--- src/rtl/scan_decoder_if.sv ---
// Control/status bundle for scan_decoder: select/scan controls in, registered
// one-hot output and status pulses out.
interface scan_decoder_if #(
    parameter int SEL_W   = 3,
    parameter int OUT_W   = 8,
    parameter int DWELL_W = 8
);
    logic               en;
    logic               mode;
    logic [SEL_W-1:0]   in;
    logic               load;
    logic [DWELL_W-1:0] dwell;
    logic [OUT_W-1:0]   out;
    logic [SEL_W-1:0]   idx;
    logic               wrap;
    logic               err;

    modport master (
        output en, mode, in, load, dwell,
        input  out, idx, wrap, err
    );

    modport slave (
        input  en, mode, in, load, dwell,
        output out, idx, wrap, err
    );
endinterface

--- src/rtl/scan_decoder.sv ---
// Registered one-hot decoder with a self-stepping scan mode: each line is held
// for dwell+1 enabled cycles, out-of-range indices raise a one-cycle err pulse.
module scan_decoder #(
    parameter int SEL_W   = 3,
    parameter int OUT_W   = 8,
    parameter int DWELL_W = 8
) (
    input  logic          clk,
    input  logic          rst,
    scan_decoder_if.slave bus
);

    localparam logic [SEL_W:0]   OUT_LIM = OUT_W[SEL_W:0];
    localparam logic [SEL_W-1:0] LAST    = SEL_W'(OUT_W - 1);

    logic [OUT_W-1:0]   out_p0, out_p1;
    logic [SEL_W-1:0]   idx_p0, idx_p1;
    logic [DWELL_W-1:0] cnt_p0, cnt_p1;
    logic               wrap_p0, wrap_p1;
    logic               err_p0, err_p1;
    logic               in_ok, idx_ok;

    function automatic logic [OUT_W-1:0] onehot(input logic [SEL_W-1:0] i);
        onehot = {{(OUT_W-1){1'b0}}, 1'b1} << i;
    endfunction

    // Range checks are done one bit wider so OUT_W == 2**SEL_W is representable.
    assign in_ok  = {1'b0, bus.in} < OUT_LIM;
    assign idx_ok = {1'b0, idx_p1} < OUT_LIM;

    // Stage p0: next-state decision from the current inputs and index/dwell state
    always_comb begin
        idx_p0  = idx_p1;
        cnt_p0  = cnt_p1;
        out_p0  = '0;
        wrap_p0 = 1'b0;
        err_p0  = 1'b0;
        if (bus.en) begin
            if (!bus.mode) begin
                idx_p0 = bus.in;
                cnt_p0 = '0;
                if (in_ok) out_p0 = onehot(bus.in);
                else       err_p0 = 1'b1;
            end else if (bus.load) begin
                if (in_ok) begin
                    idx_p0 = bus.in;
                    cnt_p0 = '0;
                    out_p0 = onehot(bus.in);
                end else begin
                    err_p0 = 1'b1;
                    out_p0 = out_p1;
                end
            end else if (!idx_ok) begin
                // Stale out-of-range index from direct mode: restart the scan at line 0.
                idx_p0 = '0;
                cnt_p0 = '0;
                out_p0 = onehot('0);
                err_p0 = 1'b1;
            end else if (cnt_p1 >= bus.dwell) begin
                cnt_p0 = '0;
                if (idx_p1 == LAST) begin
                    idx_p0  = '0;
                    wrap_p0 = 1'b1;
                end else begin
                    idx_p0 = idx_p1 + SEL_W'(1);
                end
                out_p0 = onehot(idx_p0);
            end else begin
                cnt_p0 = cnt_p1 + DWELL_W'(1);
                out_p0 = onehot(idx_p1);
            end
        end
    end

    // Stage p1: registered outputs and scan state
    always_ff @(posedge clk or posedge rst) begin
        if (rst) begin
            out_p1  <= '0;
            idx_p1  <= '0;
            cnt_p1  <= '0;
            wrap_p1 <= 1'b0;
            err_p1  <= 1'b0;
        end else begin
            out_p1  <= out_p0;
            idx_p1  <= idx_p0;
            cnt_p1  <= cnt_p0;
            wrap_p1 <= wrap_p0;
            err_p1  <= err_p0;
        end
    end

    assign bus.out  = out_p1;
    assign bus.idx  = idx_p1;
    assign bus.wrap = wrap_p1;
    assign bus.err  = err_p1;

endmodule
--- src/flat_wrapper.sv ---
// flat-port wrapper written by rule: the top's interface ports become plain ports
module scan_decoder_flat 
#(
    parameter int SEL_W   = 3,
    parameter int OUT_W   = 8,
    parameter int DWELL_W = 8
)
  (clk, rst, bus_en, bus_mode, bus_in, bus_load, bus_dwell, bus_out, bus_idx, bus_wrap, bus_err);
  scan_decoder_if #(.SEL_W(SEL_W), .OUT_W(OUT_W), .DWELL_W(DWELL_W)) bus_i ();
  input  logic clk;
  input  logic rst;
  input wire logic [$bits(bus_i.en)-1:0] bus_en;
  input wire logic [$bits(bus_i.mode)-1:0] bus_mode;
  input wire logic [$bits(bus_i.in)-1:0] bus_in;
  input wire logic [$bits(bus_i.load)-1:0] bus_load;
  input wire logic [$bits(bus_i.dwell)-1:0] bus_dwell;
  output wire logic [$bits(bus_i.out)-1:0] bus_out;
  output wire logic [$bits(bus_i.idx)-1:0] bus_idx;
  output wire logic [$bits(bus_i.wrap)-1:0] bus_wrap;
  output wire logic [$bits(bus_i.err)-1:0] bus_err;
  assign bus_i.en = bus_en;
  assign bus_i.mode = bus_mode;
  assign bus_i.in = bus_in;
  assign bus_i.load = bus_load;
  assign bus_i.dwell = bus_dwell;
  assign bus_out = bus_i.out;
  assign bus_idx = bus_i.idx;
  assign bus_wrap = bus_i.wrap;
  assign bus_err = bus_i.err;
  scan_decoder #(.SEL_W(SEL_W), .OUT_W(OUT_W), .DWELL_W(DWELL_W)) u_core (.clk(clk), .rst(rst), .bus(bus_i));
endmodule
--- config.mk ---
export PLATFORM = sky130hd
export DESIGN_NAME = scan_decoder_flat
export DESIGN_NICKNAME = d
export VERILOG_FILES = /design/src/rtl/scan_decoder_if.sv /design/src/rtl/scan_decoder.sv /design/src/flat_wrapper.sv
export SDC_FILE = /design/constraint.sdc
export NUM_CORES = 1
export LEC_CHECK = 0
export CAP_MARGIN = 20
export CORE_ASPECT_RATIO = 1.2
export CORE_MARGIN = 1.5
export CORE_UTILIZATION = 50
export DETAILED_ROUTE_END_ITERATION = 8
export GPL_TIMING_DRIVEN = 0
export HOLD_SLACK_MARGIN = 0.02
export PLACE_DENSITY = 0.79
export SETUP_SLACK_MARGIN = 0.15
export SKIP_CTS_REPAIR_TIMING = 1
export SLEW_MARGIN = 25
export SYNTH_ARGS = -nofsm -noshare
export SYNTH_HDL_FRONTEND = slang
export SYNTH_SLANG_ARGS = --single-unit
--- constraint.sdc ---
create_clock -name clk -period 2.2 [get_ports clk]
set_input_delay 0.44 -clock clk [delete_from_list [all_inputs] [get_ports clk]]
set_output_delay 0.44 -clock clk [all_outputs]
set_load 0.005 [all_outputs]
Yosys cells after proc, flatten, opt, wreduce, memory -nomap -nowiden --
Index checks and enable logic that the tools add are counted. Widths: inputs -> output; s select.
Operators by class: muxes and demuxes 20, add/sub/neg operators 2, reductions and logical operators 1, eq/ne operators 2, shifts and indexed selects 3, order comparisons 1
Operators by type and width (number):
- $mux 8 | 7
- $mux 3 | 8
- $shl 1x3->8 const A | 3
- $add 8x1->8 const B | 1
- $ge 8x8->1 | 1
- $mux 1 | 5
- $add 3x1->3 const B | 1
- $eq 3x3->1 const B | 1
- $ne 3x1->1 const B | 1
- $reduce_and 2->1 | 1
Storage, ports and cells: output and inout bits 13, bits in registers 20

Logic depth before layout (Yosys ltp) --
word-level depth 11, gate-level depth with buffers 9, gate-level depth less buffers 7

Worst setup path before layout --
OpenSTA, ideal clock, no wires.
kind input to register, start point input bus_dwell[2], end point register u_core.cnt_p1[0], data arrival time 2.009 ns, cell stages on the path 8, path buffers 1, library setup time 0.077 ns, setup slack 0.114 ns, path through inv_1 ha_1 a211o_1 a31oi_1 o221ai_2 buf_6 or4b_1 o21ai_1
On the way: longest elaborated chain between the ends 4
RTL lines:
- start: declaration | RTL line flat_wrapper.sv:16 | input wire logic [$bits(bus_i.dwell)-1:0] bus_dwell;
- $ge 8x8->1 | RTL line scan_decoder.sv:59 | end else if (cnt_p1 >= bus.dwell) begin
- $mux 8 | RTL line scan_decoder.sv:59
- $mux 8 | RTL line scan_decoder.sv:44 | end else if (bus.load) begin
- $mux 8 | RTL line scan_decoder.sv:39 | if (!bus.mode) begin
- end signal: assignment | RTL line scan_decoder.sv:86 | cnt_p1 <= cnt_p0;
- end: declaration | RTL line scan_decoder.sv:18 | logic [DWELL_W-1:0] cnt_p0, cnt_p1;
No other way between the ends. A chain may end at the register's enable or synchronous reset.

Final worst setup path --
start point register u_core.cnt_p1[2], end point register u_core.idx_p1[1] (netlist: u_core.bus.idx[1])
On the way: longest elaborated chain between the ends 3
RTL lines:
- $ge 8x8->1 | RTL line scan_decoder.sv:59
- $ne 3x1->1 (no source line)
- $reduce_and 2->1 (no source line)
- end signal: assignment | RTL line scan_decoder.sv:85 | idx_p1 <= idx_p0;
- end: declaration | RTL line scan_decoder.sv:17 | logic [SEL_W-1:0] idx_p0, idx_p1;
No other way between the ends.

==> results_dict.tcl <==
set metrics [dict create \
    p_sw_uw 259 \
    gr-total-overflow 0 \
    drt_first_pass_iters 7 \
    area_growth_syn_to_layout_pct 49.6 \
    worst_slew_pin_slew_ns 0.768 \
    clk_path_buf_depth 2 \
    io_pins 29 \
    worstPathMaxFanout 7 \
    reg2reg_setup_slack_ns -0.01 \
    worstSetupPathType "reg2reg" \
    timing.hold.ws_ns 0.582 \
    grt_max_degree 21 \
    ys.flop_type "dfrtp_1" \
    r2r_cells 8 \
    r2r-start "u_core.cnt_p1[2]" \
    die_w_um 49.8 \
    dr_total_vias 1330 \
    synthSimpleGateAreaFrac_pct 25.1 \
    die_area_um2 2940 \
    cpMaxStageDelayCell "dfrtp_2" \
    synth-compound-area-share_pct 14.7 \
    die_y_um 59.1 \
    numCtsBuffers 3 \
    stdcell_count 221 \
    cts.htree.levels 1 \
    grt_pass1_wl_um 5200 \
    cts.reportedPaths.clkPinSlew_ns 0.12 \
    p_leak_nw 0.924 \
    synth.area.mux_share_pct 1.53 \
    synth_edf_count 0 \
    nFillCells 150 \
    slew_viol_final 0 \
    p_per_area_nw_per_um2 435 \
    finalHoldViolCount 0 \
    required_ns 2.44 \
    ys_seq_area_share_pct 38.2 \
    clock.fmax_mhz 452 \
    finalSetupViolCount 3 \
    worst_slack_ns -0.0142 \
    cp_top_family "compound AO/OA/AOI/OAI gates" \
    endpoint_kind "flip-flop" \
    synth_xor_xnor_area_share_pct 3.34 \
    synth_top_area_share_pct 38.2 \
    violations "setup timing" \
    design_area_um2 1960 \
    fin_util_pct 78.4 \
    max_cap_viol_count 0 \
    arrival_ns 2.46 \
    drt-total-wl_um 3980 \
    ant_nets 0 \
    core_um2 2500 \
    antenna_found_initial 0 \
    min-delay-path-class "in2async" \
    gp_congestion 0.907 \
    synth_top_cells_by_count "dfrtp_1 (20), nor2_1 (14), inv_1 (12), nand2_1 (12), ha_1 (11)" \
    skew_ns 0.00516 \
    layout_min_cycle_time_ns 2.21 \
    multi_input_area_um2 886 \
    critPathMaxStageDelay_ns 0.46 \
    insertion_delay_ns 0.31 \
    dp_hpwl_um 2310 \
    drc 0 \
    setup.worst_path.start_class "flip-flop" \
    grt_pass1_vias 1134 \
    post-synth-top-area-cell "dfrtp_1" \
    crit_buf_inv 2 \
    numClockSinks 20 \
    drive_gt1_share_pct 26.6 \
    grt_use_total_pct 23.3 \
    synth_top_family_by_area "simple AND/OR/NAND/NOR gates" \
    synthCells 145 \
    syn_nets 172 \
    r2r-end "u_core.bus.idx[1]" \
    wl_per_cell_um 18.0 \
    viasPerCell 6.02 \
    combinationalPowerShare_pct 26.9 \
    slew_headroom_pct 48.7 \
    regArea_um2 504 \
    async_flop_share_pct 100 \
    nNetsFinal 216 \
    portBuffers 27 \
    placed_cells 205 \
    finalCritPeriodShare_pct 101 \
    synth.most_common_cell "dfrtp_1" \
    p_clk_share_pct 25.7 \
    placed_cell_area_um2 1640 \
    path_cells "ha_4 > a211o_1 > a31oi_2 > o221ai_2 > buf_6 > buf_4 > a31o_2 > a2bb2oi_2" \
    grt.busiest_layer "met2" \
    swShare_pct 30.4 \
    p_int_uw 594 \
    status "complete, but fails checks" \
    ys_types 40 \
    rsz0062_at_grt "yes" \
    initial_core_util_pct 52.4 \
    ys_warn_count 0 \
    n_antenna_cell 0 \
    met2_usage_pct 38.7 \
    synthAdderAreaFrac_pct 10.5 \
    drt_first_iter_violations 115 \
    root_buffer "clkbuf_4" \
    cts_tree "built" \
    fin_tns_setup_ns -0.0275 \
    ys_ff_latch 20 \
    fp-row-count 20 \
    syn_area_um2 1310 \
    synth_area_leaders "dfrtp_1 (38%), ha_1 (10%), nor2_1 (4.0%)" \
    seqPwrFrac_pct 47.4 \
    ir_drop_uv 423 \
    grtUsageMet1_pct 31.7 \
    met3_usage_pct 1.77 \
    synth.avg_cell_area_um2 9.04 \
]
==> cell type report <==
class / count / area share, %
Tap cell: 33 / 2.10
Timing Repair Buffer: 39 / 20.3
Inverter: 12 / 2.30
Multi-Input combinational cell: 106 / 45.2
Buffer: 7 / 2.55
Clock buffer: 4 / 1.85
Sequential cell: 20 / 25.7
==> sequential cells by signal, indices dropped and copies added, names as in the netlist <==
signal           count
u_core.bus.idx       3
u_core.cnt_p1        8
u_core.bus.out       8
u_core.bus.wrap      1
==> per-stage QoR <==
stage	power (mW)	setup slack (ns)
6_report	0.853	-0.0142
5_1_grt	0.890	-0.0500
4_1_cts	0.808	-0.212
3_5_place_dp	0.591	-0.521
3_3_place_gp	0.589	-0.487
2_1_floorplan	0.505	0.159
==> worst max path at each step <==
stage                     start                 to  slack [ns]  depth (start not counted)
3_5_place_dp       bus_dwell[7]  u_core.bus.out[1]       -0.52                         10
4_1_cts            bus_dwell[7]  u_core.bus.out[1]       -0.21                         10
6_report       u_core.cnt_p1[2]  u_core.bus.idx[1]       -0.01                          8
3_3_place_gp       bus_dwell[3]   u_core.cnt_p1[0]       -0.49                          9
5_1_grt        u_core.cnt_p1[2]  u_core.bus.idx[1]       -0.05                          8
2_1_floorplan  u_core.cnt_p1[2]   u_core.cnt_p1[0]        0.16                          7
==> metal layers <==
| metal | vias up | share of wire, % |
|---|---|---|
| li1 | 618 | - |
| met1 | 635 | 43 |
| met3 | 12 | 5.2 |
| met4 | 0 | 2.2 |
| met5 | - | 0 |
| met2 | 65 | 50 |
==> logic make-up after synthesis <==
logic type / count (synthesis)
simple gates: 62
compound gates: 25
flops: 20
buf+inv: 19
fa+ha+maj: 11
xor+xnor: 5
mux: 2
other cells: 1
==> worst reg2reg max path, cell delays in order (launching register included) <==
cell       delay, ns
dfrtp_2         0.46
ha_4            0.24
a211o_1         0.31
a31oi_2         0.22
o221ai_2        0.17
buf_6           0.18
buf_4           0.16
a31o_2          0.27
a2bb2oi_2       0.14
==> cells in the final DEF (no fill, tap or decap), types with 3 or more instances in the layout <==
cell / n
dfrtp_2: 3
a211o_1: 4
nor3_1: 5
clkbuf_1: 3
dlymetal6s2s_1: 7
nor2_1: 12
nor4_1: 6
buf_4: 11
dfrtp_1: 17
xor2_1: 3
ha_4: 4
inv_1: 8
nand2_1: 12
clkdlybuf4s50_1: 20
nand3_1: 4
nand4_1: 4
clkbuf_4: 3
inv_2: 4
ha_1: 6
nand2b_1: 3
and3_1: 3
==> power by group through the flow <==
stage | combinational [mW] | sequential, mW | clock (mW)
after floorplan | 0.0999 | 0.405 | 0
after global placement | 0.181 | 0.408 | 0
after detailed placement | 0.183 | 0.409 | 0
after CTS | 0.185 | 0.401 | 0.222
after global routing | 0.248 | 0.407 | 0.235
final | 0.229 | 0.404 | 0.219
(Power assumes the default switching activity.)
